<file path="src/rtl/ifft8_core.sv">
// ifft8_core: iterative 8-point radix-2 DIT inverse FFT, one complex butterfly per clock.
// Define IFFT8_STAGE_SCALE_EN for per-stage >>>1 (normalised IDFT); undefined gives 8x IDFT.
//
// state | meaning
// IDLE  | waiting for start_i; bins loaded bit-reversed on accept
// RUN   | 12 butterflies, 3 stages x 4
// DONE  | x_*_o freshly updated, valid_o pulse, start_i ignored
module ifft8_core #(
    parameter int DATA_W  = 16,
    parameter int TW_FRAC = 14
) (
    input  logic                clk,
    input  logic                rst,
    input  logic                start_i,
    input  logic [8*DATA_W-1:0] X_R_i,
    input  logic [8*DATA_W-1:0] X_I_i,
    output logic [8*DATA_W-1:0] x_R_o,
    output logic [8*DATA_W-1:0] x_I_o,
    output logic                valid_o,
    output logic                busy_o
);
    localparam int TW_W = TW_FRAC + 2;
    localparam int PW   = DATA_W + TW_W + 1;
    localparam int SW   = DATA_W + 2;
    localparam logic signed [TW_W-1:0] W_ONE  = TW_W'(16384);
    localparam logic signed [TW_W-1:0] W_DIAG = TW_W'(11585);

    typedef enum logic [1:0] {IDLE = 2'd0, RUN = 2'd1, DONE = 2'd2} state_t;

    state_t state_q, state_d;
    logic [1:0] stage_q, stage_d, bfly_q, bfly_d;
    logic signed [DATA_W-1:0] slot_r_q [8];
    logic signed [DATA_W-1:0] slot_i_q [8];
    logic signed [DATA_W-1:0] slot_r_d [8];
    logic signed [DATA_W-1:0] slot_i_d [8];
    logic signed [DATA_W-1:0] x_r_q [8];
    logic signed [DATA_W-1:0] x_i_q [8];
    logic signed [DATA_W-1:0] x_r_d [8];
    logic signed [DATA_W-1:0] x_i_d [8];

    logic [2:0] top_idx, bot_idx;
    logic [1:0] tw_k;
    logic       last_bfly;
    logic signed [TW_W-1:0]   w_r, w_i;
    logic signed [DATA_W-1:0] a_r, a_i, b_r, b_i;
    logic signed [PW-1:0]     prod_r, prod_i;
    logic signed [SW-1:0]     t_r, t_i, sum_r, sum_i, dif_r, dif_i;
    logic signed [DATA_W-1:0] top_r, top_i, bot_r, bot_i;

    function automatic logic [2:0] bitrev3(input logic [2:0] v);
        return {v[0], v[1], v[2]};
    endfunction

    function automatic logic signed [DATA_W-1:0] sat(input logic signed [SW-1:0] v);
        logic signed [DATA_W-1:0] r;
        if (v[SW-1:DATA_W-1] == {(SW-DATA_W+1){v[SW-1]}}) r = v[DATA_W-1:0];
        else if (v[SW-1])                                r = {1'b1, {(DATA_W-1){1'b0}}};
        else                                             r = {1'b0, {(DATA_W-1){1'b1}}};
        return r;
    endfunction

    assign last_bfly = (stage_q == 2'd2) && (bfly_q == 2'd3);

    // Slot pair and twiddle index for butterfly bfly_q of stage stage_q
    always_comb begin
        top_idx = 3'd0;
        bot_idx = 3'd0;
        tw_k    = 2'd0;
        case (stage_q)
            2'd0: begin
                top_idx = {bfly_q, 1'b0};
                bot_idx = {bfly_q, 1'b1};
                tw_k    = 2'd0;
            end
            2'd1: begin
                top_idx = {bfly_q[1], 1'b0, bfly_q[0]};
                bot_idx = {bfly_q[1], 1'b1, bfly_q[0]};
                tw_k    = {bfly_q[0], 1'b0};
            end
            default: begin
                top_idx = {1'b0, bfly_q};
                bot_idx = {1'b1, bfly_q};
                tw_k    = bfly_q;
            end
        endcase
    end

    always_comb begin
        w_r = W_ONE;
        w_i = '0;
        case (tw_k)
            2'd0: begin w_r = W_ONE;   w_i = '0;     end
            2'd1: begin w_r = W_DIAG;  w_i = W_DIAG; end
            2'd2: begin w_r = '0;      w_i = W_ONE;  end
            default: begin w_r = -W_DIAG; w_i = W_DIAG; end
        endcase
    end

    always_comb begin
        a_r    = slot_r_q[top_idx];
        a_i    = slot_i_q[top_idx];
        b_r    = slot_r_q[bot_idx];
        b_i    = slot_i_q[bot_idx];
        prod_r = PW'(b_r) * PW'(w_r) - PW'(b_i) * PW'(w_i);
        prod_i = PW'(b_r) * PW'(w_i) + PW'(b_i) * PW'(w_r);
        t_r    = SW'(prod_r >>> TW_FRAC);
        t_i    = SW'(prod_i >>> TW_FRAC);
        sum_r  = SW'(a_r) + t_r;
        sum_i  = SW'(a_i) + t_i;
        dif_r  = SW'(a_r) - t_r;
        dif_i  = SW'(a_i) - t_i;
`ifdef IFFT8_STAGE_SCALE_EN
        top_r  = sat(sum_r >>> 1);
        top_i  = sat(sum_i >>> 1);
        bot_r  = sat(dif_r >>> 1);
        bot_i  = sat(dif_i >>> 1);
`else
        top_r  = sat(sum_r);
        top_i  = sat(sum_i);
        bot_r  = sat(dif_r);
        bot_i  = sat(dif_i);
`endif
    end

    // Outputs take the post-butterfly slots so they are already valid in DONE
    always_comb begin
        slot_r_d = slot_r_q;
        slot_i_d = slot_i_q;
        stage_d  = stage_q;
        bfly_d   = bfly_q;
        if (state_q == IDLE && start_i) begin
            for (int k = 0; k < 8; k++) begin
                slot_r_d[bitrev3(3'(k))] = X_R_i[k*DATA_W +: DATA_W];
                slot_i_d[bitrev3(3'(k))] = X_I_i[k*DATA_W +: DATA_W];
            end
            stage_d = 2'd0;
            bfly_d  = 2'd0;
        end else if (state_q == RUN) begin
            slot_r_d[top_idx] = top_r;
            slot_i_d[top_idx] = top_i;
            slot_r_d[bot_idx] = bot_r;
            slot_i_d[bot_idx] = bot_i;
            if (last_bfly) begin
                stage_d = 2'd0;
                bfly_d  = 2'd0;
            end else begin
                bfly_d = bfly_q + 2'd1;
                if (bfly_q == 2'd3) stage_d = stage_q + 2'd1;
            end
        end
        x_r_d = x_r_q;
        x_i_d = x_i_q;
        if (state_q == RUN && last_bfly) begin
            x_r_d = slot_r_d;
            x_i_d = slot_i_d;
        end
    end

    always_ff @(posedge clk) begin
        if (rst) begin
            stage_q <= 2'd0;
            bfly_q  <= 2'd0;
            for (int n = 0; n < 8; n++) begin
                slot_r_q[n] <= '0;
                slot_i_q[n] <= '0;
                x_r_q[n]    <= '0;
                x_i_q[n]    <= '0;
            end
        end else begin
            stage_q  <= stage_d;
            bfly_q   <= bfly_d;
            slot_r_q <= slot_r_d;
            slot_i_q <= slot_i_d;
            x_r_q    <= x_r_d;
            x_i_q    <= x_i_d;
        end
    end

    always_ff @(posedge clk) begin
        if (rst) state_q <= IDLE;
        else     state_q <= state_d;
    end

    always_comb begin
        state_d = state_q;
        case (state_q)
            IDLE:    if (start_i) state_d = RUN;
            RUN:     if (last_bfly) state_d = DONE;
            DONE:    state_d = IDLE;
            default: state_d = IDLE;
        endcase
    end

    always_comb begin
        busy_o  = (state_q == RUN);
        valid_o = (state_q == DONE);
    end

    always_comb begin
        x_R_o = '0;
        x_I_o = '0;
        for (int n = 0; n < 8; n++) begin
            x_R_o[n*DATA_W +: DATA_W] = x_r_q[n];
            x_I_o[n*DATA_W +: DATA_W] = x_i_q[n];
        end
    end
endmodule

</file>
<file path="config.mk">
export PLATFORM = sky130hd
export DESIGN_NAME = ifft8_core
export DESIGN_NICKNAME = d
export VERILOG_FILES = /design/src/rtl/ifft8_core.sv
export SDC_FILE = /design/constraint.sdc
export NUM_CORES = 2
export LEC_CHECK = 0
export CORE_MARGIN = 2
export CORE_UTILIZATION = 50
export DETAILED_ROUTE_END_ITERATION = 10
export PLACE_DENSITY = 0.71
export SKIP_LAST_GASP = 1
export SYNTH_ARGS = -nofsm -noshare
export SYNTH_HDL_FRONTEND = slang
export SYNTH_SLANG_ARGS = --single-unit
</file>
<file path="constraint.sdc">
create_clock -name clk -period 18.8 [get_ports clk]
set_input_delay 3.76 -clock clk [delete_from_list [all_inputs] [get_ports clk]]
set_output_delay 3.76 -clock clk [all_outputs]
set_load 0.02 [all_outputs]
</file>
==> run summary <==
Fraction of layout cells with a size suffix above 1 = 4.77%
Worst-Skew Late Latency = 0.66 ns
Initial DRC count = 7934
Post-synthesis cell count = 6906
Clock transition at path regs = 0.07 ns
Total Nets Final = 8643
RR Endpoint = slot_i_q[50]
Final period utilization = 87.4%
Post-Route WL = 262 mm
Grt ovf = 0
DRC errors left = 0
Total GRT Usage = 44.0%
Critical path data arrival time = 16.92 ns
End of the critical path = slot_i_q[50]
Largest net degree at the start of global routing = 95
Mapped Nets = 8354
Area grow syn2layout = 14.9%
CTS Root Buffer Type = clkbuf_16
Worst setup startpoint = stage_q[1]
Slew Limit Headroom = -3.50%
Multi-input logic area = 0.0410 mm^2
Final Setup Violations = 0
WL met1 = 97.4 mm
Final hold viol count = 0
Worst-path maximum fanout = 46
CTS Buf Count = 52
Synth Warn # = 0
Routability cong. = 1.03
Number of buffers inserted by port buffering = 516
Setup ws final = 2.38 ns
Initial antenna violation count = 9
Die Y = 341 um
DIE WIDTH = 341 um
Syn avg cell area = 8.23 um^2
Antenna Violating Nets Remaining = 0
Core Rows = 123
Final slew viol count = 7
CTS Sinks = 518
Reg-to-Reg Start = stage_q[1]
Critical-path top delay cell = dfxtp_1
F_max = 60.9 MHz
Register area = 0.0104 mm^2
Setup Buffers After CTS = 0
CTS H-tree lvls = 2
CP Class = register to register
Synth async-reset ratio = 0%
Worst slew pin tran = 1.54 ns
Yosys reg bits = 518
Cts hold-fix bufs = 0
Post-CTS sizing = 0
Crit path capture type = register
Post-Route Skew = 0.0332 ns
Total number of vias = 54695
R2R depth = 48
CTS tree = done
Pre-CTS setup slack = 2.89 ns
Highest metal used = met5
Routed len/inst = 29.9 um
Met3 wire length = 34.3 mm
Core ar. = 0.113 mm^2
Vias/cell = 6.26
Clock Path Buffers = 3
Initial Utilization = 50.5%
Failing checks = max-capacitance violations, max-slew violations
Vias in the first global route = 53852
Die ar. = 0.116 mm^2
Status = complete, but fails checks
Critical Path Source Type = register
Crit-path most repeated cell = fa_1
HPWL after DPL = 206 mm
Number of synthesized flops with an enable pin = 0
Unrepaired setup endpoints after global routing = no
Fill cells = 10290
First-pass GRT wire length = 374 mm
Worst R2R Setup Slack = 2.38 ns
CP max stage delay = 1.07 ns
Fin util = 58.0%
Num ports = 517
Synth Cell Area = 0.0569 mm^2
Critical path required time = 19.30 ns
Routed met2 length = 111 mm
First-pass DRT Iterations = 7
Commonest register cell after synthesis = dfxtp_1
Maxcap violations = 1
Setup Total Neg Slack = 0 ns
Clock period minus worst slack = 16.42 ns
Sequential area share after synthesis = 18.2%
Hold Path Class = register to register
Distinct cells, synth = 97
-- placed cells by master, fill, tap and decap left out, types with 65 or more instances in the layout --
| cell | instances |
|---|---|
| fa_1 | 693 |
| o22ai_1 | 129 |
| a21oi_1 | 505 |
| nand2_1 | 531 |
| ha_1 | 495 |
| clkdlybuf4s50_1 | 515 |
| nor2_1 | 736 |
| xnor2_1 | 150 |
| buf_4 | 115 |
| inv_1 | 1057 |
| dfxtp_1 | 517 |
| a211oi_1 | 189 |
| nand3_1 | 65 |
| o21ai_0 | 458 |
-- through the flow --
| stage | hold WS [ns] | instances | area, um^2 |
|---|---|---|---|
| 2_1_floorplan | 0.459 | 6906 | 56900 |
| 3_3_place_gp | 0.434 | 8639 | 63300 |
| 5_1_grt | 0.474 | 8739 | 65300 |
| 4_1_cts | 0.457 | 8738 | 65300 |
| 3_5_place_dp | 0.442 | 8641 | 63400 |
| 6_report | 0.453 | 8740 | 65300 |
-- cells by family (layout without fill, tap and decap cells) --
group | after synthesis | after routing | share of synthesized area [%]
AO/OA/AOI/OAI | 1827 | 1827 | 20.1
XOR/XNOR | 201 | 201 | 3.25
adder cells (fa/ha/maj) | 1189 | 1189 | 35.3
buffers and inverters | 1465 | 1797 | 9.86
flip-flops | 518 | 518 | 18.2
multiplexers | 29 | 29 | 0.535
other | 0 | 2 | 0
AND/OR/NAND/NOR | 1677 | 1677 | 12.7
-- routing by layer --
| layer | global-route usage [%] | vias up |
|---|---|---|
| li1 | - | 23530 |
| met1 | 56.3 | 26483 |
| met2 | 65.6 | 3859 |
| met3 | 14.0 | 811 |
| met4 | 25.3 | 12 |
| met5 | 0.817 | - |
-- critical path, delay by kind of cell, from the launching register on --
family	cells	cell delay [ns]
AOI/OAI and AO/OA	18	6.99
adders and majority gates	10	4.56
buffers and inverters	8	1.77
and+or+nand+nor	10	1.38
DFF	1	1.07
muxes	1	0.28
xor gates and xnor gates	1	0.14
-- cell type report --
type / instances / share of cell area, %
Tap cell: 1500 / 2.87
Multi-Input combinational cell: 4923 / 62.8
Sequential cell: 518 / 15.9
Clock inverter: 35 / 0.869
Antenna cell: 2 / 0.00766
Timing Repair Buffer: 632 / 9.25
Clock buffer: 62 / 2.17
Inverter: 1068 / 6.15
-- worst min path at each step --
stage                             from      endpoint  cells after the start
after floorplan           slot_r_q[70]  slot_r_q[70]                      2
after global placement      x_I_o[113]    x_I_o[113]                      2
after detailed placement    x_I_o[120]    x_I_o[120]                      2
after CTS                   x_I_o[120]    x_I_o[120]                      2
after global routing        x_I_o[116]    x_I_o[116]                      2
final                       x_I_o[120]    x_I_o[120]                      2
-- cell usage after synthesis (68+ instances only) --
| cell type | n | area, um^2 |
|---|---|---|
| nor2_1 | 748 | 2810 |
| fa_1 | 693 | 13900 |
| nand2_1 | 536 | 2010 |
| nand3_1 | 68 | 340 |
| xnor2_1 | 150 | 1310 |
| a21oi_1 | 509 | 2550 |
| inv_1 | 1057 | 3970 |
| clkbuf_1 | 334 | 1250 |
| o22ai_1 | 129 | 807 |
| a211oi_1 | 189 | 1420 |
| dfxtp_1 | 518 | 10400 |
| ha_1 | 496 | 6210 |
| o21ai_0 | 458 | 2290 |
-- state kept, by name (all words and copies together) (netlist names) --
name	count
slot_i_q	128
slot_r_q	128
x_I_o	128
x_R_o	128
bfly_q	2
stage_q	2
state_q	2
Power is not shown: default switching activity piles up to over one toggle a cycle in this logic, so the estimate is an artifact.
